### src/rtl/irtifa_sensor_on_isleyici.sv
// Altitude sensor conditioning ahead of the autopilot FSM: two independent
// channels, each with a 4-sample moving average and starvation detection.

module irtifa_kanal #(
  parameter int TIMEOUT_CYC = 1000,
  parameter int CNT_W       = 16
) (
  input  logic        clk,
  input  logic        rst_n,
  input  logic        clear,
  input  logic        valid,
  input  logic [15:0] data,
  output logic [15:0] avg,
  output logic        timeout,
  output logic [1:0]  state_o
);
  typedef enum logic [1:0] {
    ST_EMPTY   = 2'd0,
    ST_ACTIVE  = 2'd1,
    ST_TIMEOUT = 2'd2
  } state_t;

  localparam logic [CNT_W-1:0] CNT_LIM = CNT_W'(TIMEOUT_CYC);
  localparam logic [CNT_W-1:0] CNT_PRE = CNT_W'(TIMEOUT_CYC - 1);

  state_t           state;
  logic [15:0]      w0, w1, w2, w3;
  logic [17:0]      sum;
  logic [CNT_W-1:0] cnt;

  always_ff @(posedge clk or negedge rst_n) begin
    if (!rst_n) begin
      state <= ST_EMPTY;
      w0    <= '0;
      w1    <= '0;
      w2    <= '0;
      w3    <= '0;
      sum   <= '0;
      cnt   <= '0;
    end else if (clear) begin
      state <= ST_EMPTY;
      w0    <= '0;
      w1    <= '0;
      w2    <= '0;
      w3    <= '0;
      sum   <= '0;
      cnt   <= '0;
    end else if (valid) begin
      cnt   <= '0;
      state <= ST_ACTIVE;
      if (state == ST_ACTIVE) begin
        w0  <= data;
        w1  <= w0;
        w2  <= w1;
        w3  <= w2;
        sum <= sum + {2'b00, data} - {2'b00, w3};
      end else begin
        // EMPTY or TIMEOUT: stale history is discarded, window preloaded.
        w0  <= data;
        w1  <= data;
        w2  <= data;
        w3  <= data;
        sum <= {data, 2'b00};
      end
    end else if (cnt != CNT_LIM) begin
      cnt <= cnt + 1'b1;
      if (cnt == CNT_PRE) state <= ST_TIMEOUT;
    end
  end

  assign avg     = sum[17:2];
  assign timeout = (state == ST_TIMEOUT);
  assign state_o = state;
endmodule

module irtifa_sensor_on_isleyici #(
  parameter int TIMEOUT_CYC = 1000,
  parameter int CNT_W       = 16
) (
  input  logic        clk,
  input  logic        rst_n,
  input  logic        gnss_valid_i,
  input  logic [15:0] gnss_data_i,
  input  logic        alt_valid_i,
  input  logic [15:0] alt_data_i,
  input  logic        clear_i,
  output logic [15:0] gnss_o,
  output logic [15:0] altimetre_o,
  output logic        gnss_timeout_o,
  output logic        alt_timeout_o,
  output logic        data_valid_o
);
  // Handshake: valid strobes are accepted unconditionally every cycle they
  // are high (no ready); clear_i wins over a valid in the same cycle.
  localparam logic [1:0] ST_ACTIVE = 2'd1;

  logic [1:0] gnss_state, alt_state;

  irtifa_kanal #(.TIMEOUT_CYC(TIMEOUT_CYC), .CNT_W(CNT_W)) u_gnss (
    .clk     (clk),
    .rst_n   (rst_n),
    .clear   (clear_i),
    .valid   (gnss_valid_i),
    .data    (gnss_data_i),
    .avg     (gnss_o),
    .timeout (gnss_timeout_o),
    .state_o (gnss_state)
  );

  irtifa_kanal #(.TIMEOUT_CYC(TIMEOUT_CYC), .CNT_W(CNT_W)) u_alt (
    .clk     (clk),
    .rst_n   (rst_n),
    .clear   (clear_i),
    .valid   (alt_valid_i),
    .data    (alt_data_i),
    .avg     (altimetre_o),
    .timeout (alt_timeout_o),
    .state_o (alt_state)
  );

  // Both inputs are state flops, so this changes in step with the averages.
  assign data_valid_o = (gnss_state == ST_ACTIVE) && (alt_state == ST_ACTIVE);
endmodule

### config.mk
export PLATFORM = sky130hd
export DESIGN_NAME = irtifa_sensor_on_isleyici
export DESIGN_NICKNAME = d
export VERILOG_FILES = /design/src/rtl/irtifa_sensor_on_isleyici.sv
export SDC_FILE = /design/constraint.sdc
export NUM_CORES = 1
export LEC_CHECK = 0
export ABC_AREA = 1
export CORE_MARGIN = 1.5
export CORE_UTILIZATION = 45
export DETAILED_ROUTE_END_ITERATION = 16
export PLACE_DENSITY = 0.74
export SLEW_MARGIN = 10
export SYNTH_ARGS = -nofsm -noshare
export SYNTH_HDL_FRONTEND = slang
export SYNTH_HIERARCHICAL = 1
export SYNTH_SLANG_ARGS = --single-unit
### constraint.sdc
create_clock -name clk -period 2.8 [get_ports clk]
set_input_delay 0.7 -clock clk [delete_from_list [all_inputs] [get_ports clk]]
set_output_delay 0.7 -clock clk [all_outputs]
set_load 0.02 [all_outputs]
==> results of run 1 <==
## layout make-up
class	count	area, um2
Inverter	315	1180
Multi-Input combinational cell	1013	6040
Clock inverter	15	226
Fill cell	2401	12000
Tap cell	341	427
Sequential cell	200	5000
Clock buffer	17	425
Timing Repair Buffer	163	1520
## cells in the mapped netlist
cell type,n
nand2_1,463
inv_1,306
dfrtp_1,200
nand3_1,105
nor2_1,69
a21oi_1,67
o21ai_0,65
ha_1,40
o211ai_1,38
buf_4,33
fa_1,32
nor3_1,22
buf_2,20
o211ai_2,19
clkbuf_1,18
o21ai_1,13
nor2_4,12
o22ai_1,11
inv_2,9
nand2_2,9
nand4_1,7
a221o_1,4
a31oi_1,4
buf_6,4
nor2_2,4
nor3_2,4
nand3_2,3
nor4_1,3
o21a_1,3
and2_1,2
and3_1,2
xnor2_1,2
a211oi_1,1
and2_2,1
and3_4,1
buf_1,1
nand2_4,1
nor3b_1,1
nor3b_2,1
o21bai_1,1
or2_1,1
or2_2,1
xor2_1,1
## final timing paths
path | end
max | u_alt/sum[13]
max reg2reg | u_gnss/sum[16]
min reg2reg | u_gnss/w1[11]
max in group asynchronous | u_alt/w1[13]
min | u_alt/cnt[9]
min in group clk | u_gnss/w1[11]
## layout by cell type, fill, tap and decap left out, types with 3 or more instances in the layout
cell type,count
a21oi_1,60
a21oi_2,6
a221o_1,4
a31oi_1,4
buf_12,8
buf_4,84
bufinv_16,3
clkbuf_16,17
clkdlybuf4s50_1,64
clkinv_8,3
dfrtp_1,200
dlymetal6s2s_1,6
fa_1,31
ha_1,20
ha_4,18
inv_1,305
inv_2,10
inv_6,3
inv_8,4
nand2_1,437
nand2_2,34
nand3_1,101
nand3_2,7
nand4_1,7
nor2_1,64
nor2_2,8
nor2_4,13
nor3_1,20
nor3_2,6
nor4_1,3
o211ai_1,38
o211ai_2,19
o21a_1,3
o21ai_0,63
o21ai_1,15
o22ai_1,11
## stage by stage
step	total power, uW	instance area [um2]	setup slack, ns	utilization
global route	9440	14800	-0.0723	0.552
CTS	8600	14400	0.0000224	0.537
floorplan	4950	12300	0.248	-
detailed placement	5820	13800	-0.464	0.512
global placement	5760	13800	-0.424	0.512
finish	8890	14800	0.0577	0.552
## per-layer routing
metal | routed length [um] | track usage | part of all wire
met3 | 1440 | 0.0299 | 0.046
met2 | 15300 | 0.383 | 0.48
met5 | 0 | 0 | 0
met1 | 14100 | 0.307 | 0.45
met4 | 697 | 0.0788 | 0.022
## worst register-to-register path: cells and delay by family (launching register included)
| kind | cells | cell delay [ns] |
|---|---|---|
| adder cells (fa/ha/maj) | 3 | 0.93 |
| AND/OR/NAND/NOR | 9 | 0.78 |
| flip-flops | 1 | 0.39 |
| buffers and inverters | 3 | 0.24 |
## power by group
group / switching (uW) / leakage (uW) / internal [uW] / total [uW]
combinational: 1770 / 0.00451 / 1220 / 2990
clock: 1260 / 0.000315 / 1470 / 2730
sequential: 123 / 0.00269 / 3060 / 3180
## cells by family (layout without fill, tap and decap cells)
group,after synthesis,count (layout),share of synthesized area
flip-flops,200,200,0.407
adder cells (fa/ha/maj),72,72,0.0927
AND/OR/NAND/NOR,712,712,0.249
XOR/XNOR,3,3,0.00214
AO/OA/AOI/OAI,226,226,0.115
buffers and inverters,391,510,0.134
## sequential cells by signal (all words and copies together) (netlist names)
register        count
u_gnss/state_o      2
u_gnss/w2          16
u_alt/w1           16
u_gnss/w0          16
u_gnss/w1          16
u_gnss/w3          16
u_alt/cnt          16
u_alt/state_o       2
u_alt/w2           16
u_alt/w3           16
u_gnss/sum         18
u_alt/sum          18
u_alt/w0           16
u_gnss/cnt         16
## repair_timing
action / in CTS / in global routing
pin swaps: 1 / 3
endpoints found under the hold margin: 0 / 0
gates resized for setup: 1 / 76
setup endpoints to repair: 3 / 25
setup buffers: 1 / 1
==> metrics, run 1 <==
maximum VDD drop=0.000428 V; Hold Violations, Final=0; Ys Warns=6; Vias/cell=5.20; initial antenna violation count=0; post-synthesis cell count=1,604; Clock Path Buffers=2; Reg2Reg Depth=15; CTS tree=yes; cells along the critical path=clkdlybuf4s50_1 -> inv_1 -> fa_1 -> inv_1 -> buf_4 -> ha_4 -> nand2_2 -> nand2_2 -> nand3_1 -> nand2_1 -> nand2_1 -> nand3_1 -> nand3_2 -> nand2_1 -> nand2_1; Core Region=26,900 um2; Ant. Diodes=0; Final period util=0.979; Num CTS Buffers=17; Std-Cell Rows=60; initial drt markers=819; outcome=finished clean; CP max FO=3; Synth cell types=43; post-synth top area cell=dfrtp_1; syn_nets=1,713; first-pass GRT wire length=52.2 mm; PD cells=600 nW/um2; clock sink count=200; gr usage total=0.229; post-DP HPWL=21.8 mm; GP Congestion=0.929; area added between synthesis and finish=20.5%; clock skew=0.0143 ns; DRT Pass-1 Iters=5; Port Buffers=71; cell mode on critical path=nand2_1; register area share after synthesis=0.407; CP arrival=3.07 ns; largest net degree at the start of global routing=71; Nets=1,819; Netlist Area Pre-Place=12,300 um2; Setup crit end kind=register; post-route minimum period=2.74 ns; antenna-violating nets left=0; Critical Path Source=alt_data_i[1]; Slew Viols, Final=0; worst hold slack=0.212 ns; WL per Instance=15.3 um; layout cells sized above 1=0.149; Critical Path RT=3.13 ns; Die X=168 um; Hold WC Path Type=in -> async; grt ovf=0; TNS Setup=0 ns; Worst R2R Setup Slack=0.37 ns; Root Driver=clkbuf_16; chip height=168 um; MaxCap Viol Count=0; critical path depth=15; Non-Filler Instances=2,064; die area=28,400 um2; vias in the first global route=10,700; RSZ-0062 raised after global routing=yes; fmax=365 MHz; critical path class=in -> reg; Leakage=0.00752 uW; # IOs=72; Reg clk slew, reported paths=0.08 ns; r2r startpoint=u_gnss/w3[0]; later-pin clock latency in the skew report=0.44 ns; CP max stage delay=0.55 ns; Buf/Inv on CP=4; hold buffers post-CTS=0; DR DRC count=0; worst slew pin tran=0.698 ns; DP Cell Count=2,030; flop and latch count out of synthesis=200; initial core utilization=0.458; syn avg cell area=7.67 um2; CTS H-tree depth=4; Via Count=10,700; slew margin rel.=0.534; Post-Route WL=31.5 mm; Area contributors post-synth=dfrtp_1 (41%), nand2_1 (14%), inv_1 (9.3%); critical path startpoint category=input pin; Worst path slowest cell=fa_1; Setup Viol. Count Final=0; CP top delay family=adder cells; Synth top area share=0.407
No activity file was read; power rests on OpenSTA's default activity.
==> run 2, diff against run 1 <==
RECOVER_POWER = 25   (was unset)
SLEW_MARGIN = unset   (was 10)
==> metrics, run 2 (synthesis gave the netlist of run 1 again) <==
outcome=finished clean; Final Cell Area=14,800 um2 (-0.23%); Core Region=26,900 um2 (unchanged); gr usage total=0.229 (unchanged); Top Usage Layer GRT=met2; Reg2Reg Depth=15 (unchanged); maximum VDD drop=0.000430 V (+0.32%); CP max FO=3 (unchanged); Nets=1,819 (unchanged); CTS tree=yes; fmax=365 MHz (about the same); post-route minimum period=2.74 ns (+0.000304 ns); worst slew pin tran=1.30 ns (+0.597 ns); Ant. Diodes=0 (unchanged); clock skew=0.0129 ns (-0.00143 ns); Num CTS Buffers=17 (unchanged); layout cells sized above 1=0.149 (unchanged); critical path startpoint category=input pin; initial core utilization=0.458 (unchanged); area added between synthesis and finish=20.2%; grt ovf=0 (unchanged); worst flop-to-flop path endpoint=u_gnss/sum[16]; Hold Path Origin=u_gnss/w0[11]; Hold Violations, Final=0 (unchanged); r2r startpoint=u_gnss/w3[0]; Die X=168 um (unchanged); clock sink count=200 (unchanged); commonest cells after routing, fill and taps aside=nand2_1 (437), inv_1 (305), dfrtp_1 (200); chip height=168 um (unchanged); vias in the first global route=10,700 (unchanged); Clock Path Buffers=2 (unchanged); antenna-violating nets left=0 (unchanged); met1 Resource Use GR=0.307 (unchanged); Reg clk slew, reported paths=0.07 ns (about the same); # IOs=72 (unchanged); Slew Viols, Final=0 (unchanged); Via Count=10,800 (+0.58%); Design Power=8890 uW (about the same); later-pin clock latency in the skew report=0.44 ns (about the same); WL per Instance=15.3 um (+0.46%); initial drt markers=868 (+6.0%); Top Registers=u_alt/sum (18), u_gnss/sum (18); RSZ-0062 raised after global routing=yes; Final period util=0.980 (about the same); Setup crit end kind=register; initial antenna violation count=0 (unchanged); met2 Use GR=0.383 (unchanged); Port Buffers=71 (unchanged); GP Congestion=0.929 (unchanged); largest net degree at the start of global routing=71 (unchanged); critical path class=in -> reg; Root Driver=clkbuf_16; placed cell area=13,800 um2 (unchanged); MaxCap Viol Count=0 (unchanged); PD cells=601 nW/um2 (+0.23%); hold path endpoint=u_gnss/w1[11]; met3 Use GR=0.0299 (unchanged); CP arrival=3.07 ns (about the same); Critical Path RT=3.13 ns (about the same); DRT Pass-1 Iters=5 (unchanged); slew margin rel.=0.136 (-0.397); die area=28,400 um2 (unchanged); Setup Viol. Count Final=0 (unchanged); hold buffers post-CTS=0 (unchanged); Hold WC Path Type=reg -> reg; DR DRC count=0 (unchanged); Vias/cell=5.23 (+0.58%); post-DP HPWL=21.8 mm (unchanged); Hold Path Depth=2; Worst R2R Setup Slack=0.36 ns (about the same); Std-Cell Rows=60 (unchanged); commonest non-fill, non-tap cell in the layout=nand2_1; first-pass GRT wire length=52.2 mm (unchanged); Leakage=0.00751 uW (-0.17%); Post-Route WL=31.7 mm (+0.46%); CTS H-tree depth=4 (unchanged); TNS Setup=0 ns (unchanged)
==> run 2: cell types whose count changed in the layout (fill, tap and decap cells not counted) <==
cell	delta
clkbuf_8	-1
buf_12	-2
clkbuf_2	+1
clkbuf_4	+2
==> run 2: metrics by stage <==
step           setup slack, ns  hold slack, ns   util  cells
3_5_place_dp            -0.464           0.465  0.512   2030
6_report                0.0574           0.486  0.550   2064
2_1_floorplan            0.248           0.404      -   1604
3_3_place_gp            -0.424           0.457  0.512   2030
5_1_grt                -0.0723           0.510  0.550   2064
4_1_cts              0.0000224           0.220  0.537   2063
==> run 2: worst max-delay path by stage <==
stage | slack, ns | start | to
after floorplan | 0.25 | alt_data_i[1] | u_alt/sum[16]
after global placement | -0.42 | gnss_data_i[12] | u_gnss/sum[13]
after detailed placement | -0.46 | alt_data_i[1] | u_alt/sum[16]
after CTS | 0.00002 | gnss_data_i[7] | u_gnss/sum[16]
after global routing | -0.07 | alt_data_i[1] | u_alt/sum[6]
final | 0.06 | alt_data_i[1] | u_alt/sum[13]
==> run 2: area by class of cell <==
class	instances	area (um2)
clock inverter	15	226
multi-input combinational	1013	6040
tap	341	427
fill	2407	12100
inverter	315	1180
sequential	200	5000
clock buffer	17	425
timing repair buffer	163	1490
==> run 2: layer usage <==
layer | wire length (um) | up-vias
met5 | 0 | -
met3 | 1510 | 50
met4 | 687 | 0
met1 | 14100 | 5210
met2 | 15400 | 321
li1 | - | 5208
==> run 2: what timing repair did <==
item | CTS | global route
pin swaps | 1 | 3
resized for setup | 1 | 76
setup buffers | 1 | 1
endpoints found under the setup margin | 3 | 25
==> run 2: critical path, stage by stage <==
cell             delay [ns]
clkdlybuf4s50_1        0.47
inv_1                  0.09
fa_1                   0.55
inv_1                  0.07
buf_4                  0.14
ha_4                   0.26
nand2_2                0.05
nand2_2                0.10
nand3_1                0.07
nand2_1                0.11
nand2_1                0.09
nand3_1                0.12
nand3_2                0.12
nand2_1                0.08
nand2_1                0.05
==> run 2: where the power goes <==
| part | switching, uW | leakage, uW | internal [uW] | total, uW |
|---|---|---|---|---|
| clock network | 1260 | 0.000315 | 1470 | 2730 |
| registers | 124 | 0.00269 | 3060 | 3180 |
| logic | 1770 | 0.00450 | 1210 | 2980 |
==> run 3, diff against run 2 <==
CORE_MARGIN = 1   (was 1.5)
SYNTH_HIERARCHICAL = unset   (was 1)
==> metrics, run 3 <==
largest net degree at the start of global routing=58 (-18%); post-route minimum period=2.69 ns (-0.0500 ns); met1 Resource Use GR=0.292 (-0.0145); Synth top area share=0.427 (+0.0202); CP max FO=6 (+3); MaxCap Viol Count=0 (unchanged); clock skew=0.0128 ns (-0.0000522 ns); layout cells sized above 1=0.116 (-0.0330); Post-Route WL=27.5 mm (-13%); Primary FF master, synth=dfrtp_1; hold buffers post-CTS=0 (unchanged); GP Congestion=0.934 (+0.54%); Setup Viol. Count Final=0 (unchanged); Hold Violations, Final=0 (unchanged); # Post-CTS Setup Buffers=0 (-1); Ys Warns=0 (-6); register area share after synthesis=0.427 (+0.0202); post-synth top area cell=dfrtp_1; clock sink count=200 (unchanged); initial core utilization=0.462 (+0.00366); synth cell count leaders=nand2_1 (399), inv_1 (244), dfrtp_1 (200), nand3_1 (144), nor2_1 (92); Slew Viols, Final=0 (unchanged); CTS H-tree depth=4 (unchanged); Final period util=0.962 (-0.0179); critical path class=in -> reg; CP max stage delay=0.54 ns (about the same); Leakage=0.00698 uW (-7.1%); Post-synth EDFFs=0 (unchanged); Port Buffers=71 (unchanged); syn_nets=1,602 (-6.5%); post-synthesis cell count=1,493 (-6.9%); initial drt markers=695 (-20%); CP top delay family=adder cells; pre-CTS setup slack=-0.523 ns (-0.0587 ns); Setup crit end kind=register; PD cells=617 nW/um2 (+2.7%); worst slew pin tran=1.46 ns (+0.161 ns); die area=26,700 um2 (-5.8%); slew margin rel.=0.0291 (-0.107); Vias/cell=5.14 (-1.6%); Non-Filler Instances=1,940 (-6.0%); Root Driver=clkbuf_16; met3 Use GR=0.0383 (+0.00849); Die X=163 um (-2.9%); first-pass GRT wire length=47.0 mm (-10%); Netlist Area Pre-Place=11,700 um2 (-4.7%); fmax=371 MHz (+1.9%); RSZ-0062 raised after global routing=yes; Buf/Inv on CP=3 (-1); Final WS setup=0.107 ns (+0.0500 ns); Num CTS Buffers=17 (unchanged); Clock Path Buffers=2 (unchanged); later-pin clock latency in the skew report=0.43 ns (about the same); Worst path slowest cell=fa_1; Top Registers=u_alt.sum (18), u_gnss.sum (18); critical path startpoint category=input pin; area added between synthesis and finish=19.2%; WL per Instance=14.2 um (-7.6%); commonest non-fill, non-tap cell in the layout=nand2_1; worst hold slack=0.478 ns (-0.00852 ns); syn avg cell area=7.85 um2 (+2.3%); Top Usage Layer GRT=met2; maximum VDD drop=0.000325 V (-24%); Reg clk slew, reported paths=0.08 ns (about the same); Core Region=25,400 um2 (-5.5%); CP arrival=3.01 ns (-0.06 ns); cells along the critical path=clkdlybuf4s50_1 -> inv_1 -> fa_1 -> inv_1 -> ha_2 -> nand3_1 -> nand3_2 -> nand2_1 -> nand2_1 -> nand3_1 -> nand2_1 -> nand2_1 -> nand3_1 -> nand2_1; # IOs=72 (unchanged); most frequent cell after synthesis=nand2_1; TNS Setup=0 ns (unchanged); initial antenna violation count=1 (+1); DRT Pass-1 Iters=5 (unchanged); commonest cells after routing, fill and taps aside=nand2_1 (387), inv_1 (242), dfrtp_1 (200); Synth cell types=40 (-7.0%); ys async rst share=1.00 (unchanged); Via Count=9,979 (-7.5%); Std-Cell Rows=58 (-3.3%); outcome=finished clean; flop and latch count out of synthesis=200 (unchanged); post-DP HPWL=19.7 mm (-9.4%); Hold WC Path Type=reg -> reg; Nets=1,705 (-6.3%); CTS tree=yes; DR DRC count=0 (unchanged); antenna-violating nets left=0 (unchanged); met2 Use GR=0.368 (-0.0144); cell mode on critical path=nand2_1; DP Cell Count=1,907 (-6.1%); vias in the first global route=10,000 (-6.6%); gr usage total=0.219 (-0.0101); Critical Path RT=3.12 ns (about the same); Area contributors post-synth=dfrtp_1 (43%), nand2_1 (13%), inv_1 (7.8%); grt ovf=0 (unchanged); Util after Layout=0.550 (about the same); chip height=163 um (-2.9%)
run 3: changes by cell type in the layout (fill, tap and decap cells not counted), sizes merged, moves of 12 or more:
cell,before,now
a21oi,67,52
a22oi,0,13
inv,322,257
nand2,473,399
nand3,108,146
nor2,85,97
o211ai,57,27
o21ai,78,63
o22ai,11,25
run 3: routing by layer:
metal	vias to the layer above	share of wire
met5	-	0
met4	0	0.0099
met3	27	0.043
met2	218	0.48
met1	4790	0.46
li1	4944	-
run 3: worst paths after layout:
check	from	endpoint	slack (ns)	cells after the start
worst max-delay path	gnss_data_i[2]	u_gnss.sum[13]	0.11	14
worst min-delay path	u_alt.w1[12]	u_alt.w2[12]	0.48	2
worst max register to register	u_gnss.sum[7]	u_gnss.sum[13]	0.46	12
worst min register to register	u_alt.w1[12]	u_alt.w2[12]	0.48	2
max in group asynchronous	rst_n	u_alt.w2[11]	0.61	2
min in group asynchronous	rst_n	u_alt.w3[1]	0.60	1
run 3: layout make-up:
class / instances / area [um2]
Sequential cell: 200 / 5000
Multi-Input combinational cell: 969 / 5610
Antenna cell: 1 / 2.50
Clock buffer: 18 / 429
Timing Repair Buffer: 158 / 1420
Fill cell: 2360 / 11400
Clock inverter: 14 / 161
Inverter: 250 / 941
Tap cell: 330 / 413
run 3: cell families after synthesis:
kind of cell               Yosys count  share of synthesized area
and+or+nand+nor                    697                      0.254
buffers and inverters              324                      0.119
DFF                                200                      0.427
AOI/OAI and AO/OA                  194                     0.0977
adders and majority gates           72                     0.0973
xor gates and xnor gates             6                    0.00448
run 3: stage by stage:
| step | cell area, um2 | total power [uW] |
|---|---|---|
| 4_1_cts | 13700 | 8460 |
| 3_3_place_gp | 13100 | 5860 |
| 2_1_floorplan | 11700 | 4990 |
| 3_5_place_dp | 13100 | 5920 |
| 5_1_grt | 14000 | 9200 |
| 6_report | 14000 | 8630 |
run 3: what timing repair did:
action                     CTS  global route
resized for setup            2            60
setup endpoints to repair    4            26
pin swaps                    0             8
run 3: tightest hold or removal path, delay by kind of cell (launching register included):
kind,cells,cell delay (ns)
AND/OR/NAND/NOR,2,0.11
flip-flops,1,0.35
run 3: where the power goes:
| part | internal [uW] | switching [uW] |
|---|---|---|
| clock network | 1340 | 1170 |
| registers | 3070 | 129 |
| logic | 1240 | 1680 |
| total | 5650 | 2970 |
